$ cat config.mk
export PLATFORM = sky130hd
export DESIGN_NAME = alu_seq
export DESIGN_NICKNAME = d
export VERILOG_FILES = /design/src/rtl/alu_seq.sv
export SDC_FILE = /design/constraint.sdc
export NUM_CORES = 1
export LEC_CHECK = 0
export ABC_AREA = 1
export CAP_MARGIN = 15
export CORE_ASPECT_RATIO = 1.5
export CORE_MARGIN = 2
export CORE_UTILIZATION = 66
export CTS_CLUSTER_SIZE = 20
export DETAILED_ROUTE_END_ITERATION = 16
export GPL_TIMING_DRIVEN = 0
export PLACE_DENSITY_LB_ADDON = 0.05
export SYNTH_ARGS = -nofsm -noshare
export SYNTH_HDL_FRONTEND = slang
export SYNTH_SLANG_ARGS = --single-unit
$ cat constraint.sdc
create_clock -name clk -period 12.77 [get_ports clk]
set_input_delay 2.554 -clock clk [delete_from_list [all_inputs] [get_ports clk]]
set_output_delay 2.554 -clock clk [all_outputs]
set_load 0.05 [all_outputs]
$ cat src/rtl/alu_seq.sv
// Sequential ALU with valid/ready handshakes. Single-cycle ops respond one cycle after acceptance, and the response holds until resp_ready.
// MUL is shift-add (WIDTH+1 cycles) unless ALU_SEQ_FAST_MUL_EN selects a one-cycle combinational multiply.
module alu_seq #(
    parameter int WIDTH = 32
) (
    input  logic             clk,
    input  logic             rst,
    input  logic             req_valid,
    output logic             req_ready,
    input  logic [WIDTH-1:0] req_a,
    input  logic [WIDTH-1:0] req_b,
    input  logic [3:0]       req_op,
    output logic             resp_valid,
    input  logic             resp_ready,
    output logic [WIDTH-1:0] resp_result,
    output logic             resp_err,
    output logic             busy
);
    localparam logic [3:0] OP_ADD = 4'b0000;
    localparam logic [3:0] OP_SUB = 4'b0001;
    localparam logic [3:0] OP_MUL = 4'b0010;
    localparam logic [3:0] OP_LSH = 4'b0011;
    localparam logic [3:0] OP_RSH = 4'b0100;

    typedef enum logic [1:0] {
        S_IDLE = 2'd0,
        S_EXEC = 2'd1,
        S_DONE = 2'd2
    } state_t;

    state_t           r_state;
    logic             r_req_ready;
    logic             r_busy;
    logic             r_resp_valid;
    logic [WIDTH-1:0] r_resp_result;
    logic             r_resp_err;

    logic [WIDTH-1:0] w_quick_result;
    logic             w_quick_err;
    logic             w_shift_oob;

`ifndef ALU_SEQ_FAST_MUL_EN
    localparam int CW = $clog2(WIDTH);
    logic [WIDTH-1:0] r_mcand;
    logic [WIDTH-1:0] r_mplier;
    logic [WIDTH-1:0] r_acc;
    logic [CW-1:0]    r_cnt;
    logic [WIDTH-1:0] w_acc_next;
    logic             w_is_mul;

    assign w_acc_next = r_acc + (r_mplier[0] ? r_mcand : '0);
    assign w_is_mul   = (req_op == OP_MUL);
`endif

    // Single-cycle results are computed straight from the request at the accept edge.
    always_comb begin
        w_shift_oob    = (req_b >= WIDTH'(WIDTH));
        w_quick_result = '0;
        w_quick_err    = 1'b0;
        case (req_op)
            OP_ADD: w_quick_result = req_a + req_b;
            OP_SUB: w_quick_result = req_a - req_b;
            OP_LSH: w_quick_result = w_shift_oob ? '0 : (req_a << req_b);
            OP_RSH: w_quick_result = w_shift_oob ? '0 : (req_a >> req_b);
            OP_MUL: begin
`ifdef ALU_SEQ_FAST_MUL_EN
                w_quick_result = req_a * req_b;
`endif
            end
            default: w_quick_err = 1'b1;
        endcase
    end

    always_ff @(posedge clk or posedge rst) begin
        if (rst) begin
            r_state       <= S_IDLE;
            r_req_ready   <= 1'b1;
            r_busy        <= 1'b0;
            r_resp_valid  <= 1'b0;
            r_resp_result <= '0;
            r_resp_err    <= 1'b0;
`ifndef ALU_SEQ_FAST_MUL_EN
            r_mcand       <= '0;
            r_mplier      <= '0;
            r_acc         <= '0;
            r_cnt         <= '0;
`endif
        end else begin
            case (r_state)
                S_IDLE: begin
                    if (req_valid) begin
                        r_req_ready <= 1'b0;
                        r_busy      <= 1'b1;
`ifndef ALU_SEQ_FAST_MUL_EN
                        if (w_is_mul) begin
                            r_state  <= S_EXEC;
                            r_mcand  <= req_a;
                            r_mplier <= req_b;
                            r_acc    <= '0;
                            r_cnt    <= '0;
                        end else
`endif
                        begin
                            r_state       <= S_DONE;
                            r_resp_valid  <= 1'b1;
                            r_resp_result <= w_quick_result;
                            r_resp_err    <= w_quick_err;
                        end
                    end
                end
`ifndef ALU_SEQ_FAST_MUL_EN
                S_EXEC: begin
                    r_acc    <= w_acc_next;
                    r_mcand  <= r_mcand << 1;
                    r_mplier <= r_mplier >> 1;
                    r_cnt    <= r_cnt + CW'(1);
                    // Last multiplier bit folds in this cycle, so DONE lands WIDTH cycles after entering EXEC.
                    if (r_cnt == CW'(WIDTH - 1)) begin
                        r_state       <= S_DONE;
                        r_resp_valid  <= 1'b1;
                        r_resp_result <= w_acc_next;
                        r_resp_err    <= 1'b0;
                    end
                end
`endif
                S_DONE: begin
                    if (resp_ready) begin
                        r_state      <= S_IDLE;
                        r_resp_valid <= 1'b0;
                        r_req_ready  <= 1'b1;
                        r_busy       <= 1'b0;
                    end
                end
                default: begin
                    r_state      <= S_IDLE;
                    r_resp_valid <= 1'b0;
                    r_req_ready  <= 1'b1;
                    r_busy       <= 1'b0;
                end
            endcase
        end
    end

    assign req_ready   = r_req_ready;
    assign busy        = r_busy;
    assign resp_valid  = r_resp_valid;
    assign resp_result = r_resp_result;
    assign resp_err    = r_resp_err;

endmodule

==> flow_metrics.env, run 1 <==
export IMPL_start_util=0.673
export IMPL_post_cts_buffers=0
export IMPL_yosysWarnings=0
export IMPL_fp_dieW_um=126
export IMPL_syn_inst=2464
export IMPL_grt_overflow=53
export IMPL_cts_hold_buffers=0
export IMPL_synth_top_area_cell="dfrtp_1"
export IMPL_grt_usage=0.611
export IMPL_grt_start_max_net_pins=101
export IMPL_cts_root_buf="clkbuf_16"
export IMPL_clock_path_buffers=2
export IMPL_cts_htree_levels=4
export IMPL_ios=108
export IMPL_portBuffers=106
export IMPL_synth_nets=2603
export IMPL_synth_edf_count=0
export IMPL_yosysSeqAreaShare=0.237
export IMPL_synth_top_cell_area_share=0.235
export IMPL_grt_pass1_vias=19700
export IMPL_die_y_um=187
export IMPL_cts_sinks=139
export IMPL_syn_avg_cell_area_um2=5.96
export IMPL_cts_made_buffers=17
export IMPL_rows=66
export IMPL_synth_cell_type_count=54
export IMPL_first_error="[ERROR GRT-0116] Global routing finished with congestion. Check the congestion regions in the DRC Viewer."
export IMPL_post_dp_hpwl_um=49900
export IMPL_synth_seq_cells=139
export IMPL_status="did not finish"
export IMPL_syn_cell_area_um2=14700
export IMPL_cts_resized=0
export IMPL_ys_dominant_reg_cell="dfrtp_1"
export IMPL_async_flop_share=1.00
export IMPL_grt_pass1_wl_um=112000
export IMPL_lastStage="5_1_grt"
export IMPL_yosys_top_cells_area="dfrtp_1, nand2_1, nand3_1"
export IMPL_place_congestion=1.38
cell families after synthesis:
logic type                 synth area share
and+or+nand+nor                       0.422
xor gates and xnor gates             0.0203
DFF                                   0.237
buffers and inverters                0.0979
adders and majority gates            0.0581
AOI/OAI and AO/OA                     0.164
routing by layer:
metal,global-route usage,overflow
met5,0.134,0
met3,0.370,0
met2,0.831,28
met4,0.599,25
met1,0.616,0
Yosys cell counts, types with 3 or more instances:
cell / number
a21boi_0: 4
a21o_1: 19
a21oi_1: 134
a221oi_1: 3
a22o_1: 4
a31oi_1: 21
buf_1: 16
buf_2: 13
clkbuf_1: 75
clkinv_1: 3
dfrtp_1: 138
ha_1: 65
inv_1: 254
inv_2: 5
nand2_1: 788
nand2_2: 20
nand3_1: 327
nand3_2: 4
nand3b_1: 10
nand4_1: 37
nor2_1: 181
nor2_2: 13
nor2_4: 3
nor3_1: 20
nor4_1: 5
o211ai_1: 54
o21a_1: 4
o21ai_0: 152
o21ai_1: 4
o21bai_1: 7
or2_2: 20
xnor2_1: 11
xor2_1: 23
metrics by stage:
step	instances	cell area, µm²	setup WS [ns]
4_1_cts	2875	16700	5.59
3_5_place_dp	2843	16100	5.18
3_3_place_gp	2842	16100	4.65
2_1_floorplan	2464	14700	6.49
==> run 2, diff against run 1 <==
--- a/config.mk
+++ b/config.mk
@@ -7,13 +7,11 @@
 export LEC_CHECK = 0
 export ABC_AREA = 1
 export CAP_MARGIN = 15
-export CORE_ASPECT_RATIO = 1.5
 export CORE_MARGIN = 2
-export CORE_UTILIZATION = 66
-export CTS_CLUSTER_SIZE = 20
+export CORE_UTILIZATION = 40
 export DETAILED_ROUTE_END_ITERATION = 16
 export GPL_TIMING_DRIVEN = 0
-export PLACE_DENSITY_LB_ADDON = 0.05
+export PLACE_DENSITY_LB_ADDON = 0.15
 export SYNTH_ARGS = -nofsm -noshare
 export SYNTH_HDL_FRONTEND = slang
 export SYNTH_SLANG_ARGS = --single-unit
==> run 2 against run 1 <==
The flow now finishes without violations; synthesized cell count stayed put; area after synthesis unchanged.
==> flow_metrics.env, run 2 <==
export IMPL_grt_pass1_wl_um=108000
export IMPL_drv_cap=0
export IMPL_power_density_nw_per_um2=178
export IMPL_critPathCaptureType="register"
export IMPL_grt_pass1_vias=17100
export IMPL_clk_pin_slew_ns=0.06
export IMPL_yosys_top_cells_area="dfrtp_1, nand2_1, nand3_1"
export IMPL_cts_made_buffers=17
export IMPL_r2r_cells=16
export IMPL_ir_worst_vdd_mv=0.0867
export IMPL_hold_path_class="reg2reg"
export IMPL_cts_hold_buffers=0
export IMPL_tns_ns=0
export IMPL_fmax_ghz=0.121
export IMPL_core_area_um2=36300
export IMPL_portBuffers=106
export IMPL_synth_edf_count=0
export IMPL_final_cell_mix="nand2_1, nand3_1, inv_1"
export IMPL_grt_usage=0.382
export IMPL_synth_top_cell_area_share=0.235
export IMPL_cp_start_kind="primary input"
export IMPL_hold_viol_final=0
export IMPL_rows=70
export IMPL_max_stage_delay_ns=0.59
export IMPL_final_max_slew_violation_count=0
export IMPL_synth_most_common_cell="nand2_1"
export IMPL_async_flop_share=1.00
export IMPL_grt_overflow=0
export IMPL_mostFrequentLayoutCell="nand2_1"
export IMPL_drive_above_1_share=0.0469
export IMPL_timing_rr_start="r_mplier[0]"
export IMPL_setup_slack_ns=4.51
export IMPL_rsz0062_at_grt="no"
export IMPL_post_cts_buffers=0
export IMPL_syn_inst=2464
export IMPL_crit_buf_inv=6
export IMPL_drt_pass1_iterations=6
export IMPL_first_iter_violations=2078
export IMPL_fin_skew_ns=0.0175
export IMPL_worstPathArrival_ns=8.59
export IMPL_yosysWarnings=0
export IMPL_synth_seq_cells=139
export IMPL_holdWs_ns=0.473
export IMPL_worst_pin_slew_ns=1.17
export IMPL_crit_required_ns=13.10
export IMPL_clock_path_buffers=2
export IMPL_whs_endpoint="busy"
export IMPL_ant_nets=0
export IMPL_slowest_stage="o21ai_0"
export IMPL_min_period_ns=8.26
export IMPL_grt_start_max_net_pins=74
export IMPL_rrSetupSlack_ns=8.99
export IMPL_clock_latency_ns=0.45
export IMPL_dpl_instance_area_um2=16400
export IMPL_cts_tree="done"
export IMPL_cp_common_cell="nor2_1"
export IMPL_die_area_um2=38200
export IMPL_die_y_um=196
export IMPL_synth_top_area_cell="dfrtp_1"
export IMPL_start_util=0.404
export IMPL_dr_total_vias=17900
export IMPL_via_per_inst=5.83
export IMPL_nets=2730
export IMPL_stdcell_area_um2=16900
export IMPL_wirelength_um=72800
export IMPL_synth_cell_type_count=54
export IMPL_hold_path_startpoint="busy"
export IMPL_critPathTopFamily="buffers and inverters"
export IMPL_finalSetupViolations=0
export IMPL_synth_nets=2603
export IMPL_cts_htree_levels=4
export IMPL_status="finished clean"
export IMPL_leakagePower_uw=0.00851
export IMPL_crit_path_start="req_b[0]"
export IMPL_timing_rr_end="resp_result[15]"
export IMPL_path_max_fanout=10
export IMPL_syn_avg_cell_area_um2=5.96
export IMPL_place_congestion=1.09
export IMPL_post_place_ws_ns=4.33
export IMPL_critPathKind="in2reg"
export IMPL_wl_per_cell_um=23.7
export IMPL_cts_root_buf="clkbuf_16"
export IMPL_cts_resized=0
export IMPL_cts_sinks=139
export IMPL_slew_headroom=0.212
export IMPL_finalCritPeriodShare=0.647
export IMPL_synth_commonest_cells="nand2_1, nand3_1, inv_1"
export IMPL_yosysSeqAreaShare=0.237
export IMPL_syn2layout_area_growth_pct=15.3
export IMPL_syn_cell_area_um2=14700
export IMPL_antenna_found_initial=2
export IMPL_ys_dominant_reg_cell="dfrtp_1"
export IMPL_fp_dieW_um=196
export IMPL_drc_errors=0
export IMPL_antenna_cells=0
export IMPL_worstHoldPathCells=2
export IMPL_ios=108
export IMPL_post_dp_hpwl_um=59600
-- run 2: cell counts after synthesis --
No cell type changed its count.
-- run 2: worst min-delay path, cell delays in order (launching register included) --
cell	delay, ns
dfrtp_1	0.34
nand2_1	0.05
nand2_1	0.05
-- run 2: cell families (layout without fill, tap and decap cells) --
logic type	after synthesis	in the layout	share of synthesized area
AND/OR/NAND/NOR	1435	1435	0.422
AO/OA/AOI/OAI	419	419	0.164
buffers and inverters	370	510	0.0979
flip-flops	139	139	0.237
adder cells (fa/ha/maj)	67	67	0.0581
XOR/XNOR	34	34	0.0203
-- run 2: final cells by class --
type | instances | area, µm²
Sequential cell | 139 | 3480
Tap cell | 468 | 586
Fill cell | 3937 | 19400
Inverter | 262 | 988
Timing Repair Buffer | 108 | 1090
Buffer | 108 | 453
Clock inverter | 14 | 136
Multi-Input combinational cell | 1955 | 9760
Clock buffer | 18 | 429
-- run 2: how the worst max path moves through the flow --
stage | cells past startpoint | slack, ns | endpoint
6_report | 25 | 4.51 | resp_result[25]
3_5_place_dp | 25 | 4.33 | resp_result[25]
4_1_cts | 25 | 4.78 | resp_result[25]
2_1_floorplan | 1 | 6.49 | busy
3_3_place_gp | 25 | 4.35 | resp_result[25]
5_1_grt | 25 | 4.30 | resp_result[25]
-- run 2: stage by stage --
stage,instances,power (µW),util
finish,3072,3010,0.466
global route,3072,3230,0.466
CTS,3072,2990,0.466
detailed placement,3040,2480,0.450
global placement,3038,2460,0.449
floorplan,2464,1920,-
-- run 2: metal layers --
layer,wire length [µm],part of all wire,up-vias,global-route usage
li1,-,-,8389,-
met4,3820,0.052,0,0.175
met2,31700,0.44,927,0.605
met3,6490,0.089,182,0.0684
met5,0,0,-,0
met1,30800,0.42,8408,0.506
-- run 2: report_power, final --
part	switching (µW)	internal, µW
clock network	223	272
logic	1190	542
registers	122	656
total	1540	1470
Power figures use the tool's default switching activity.
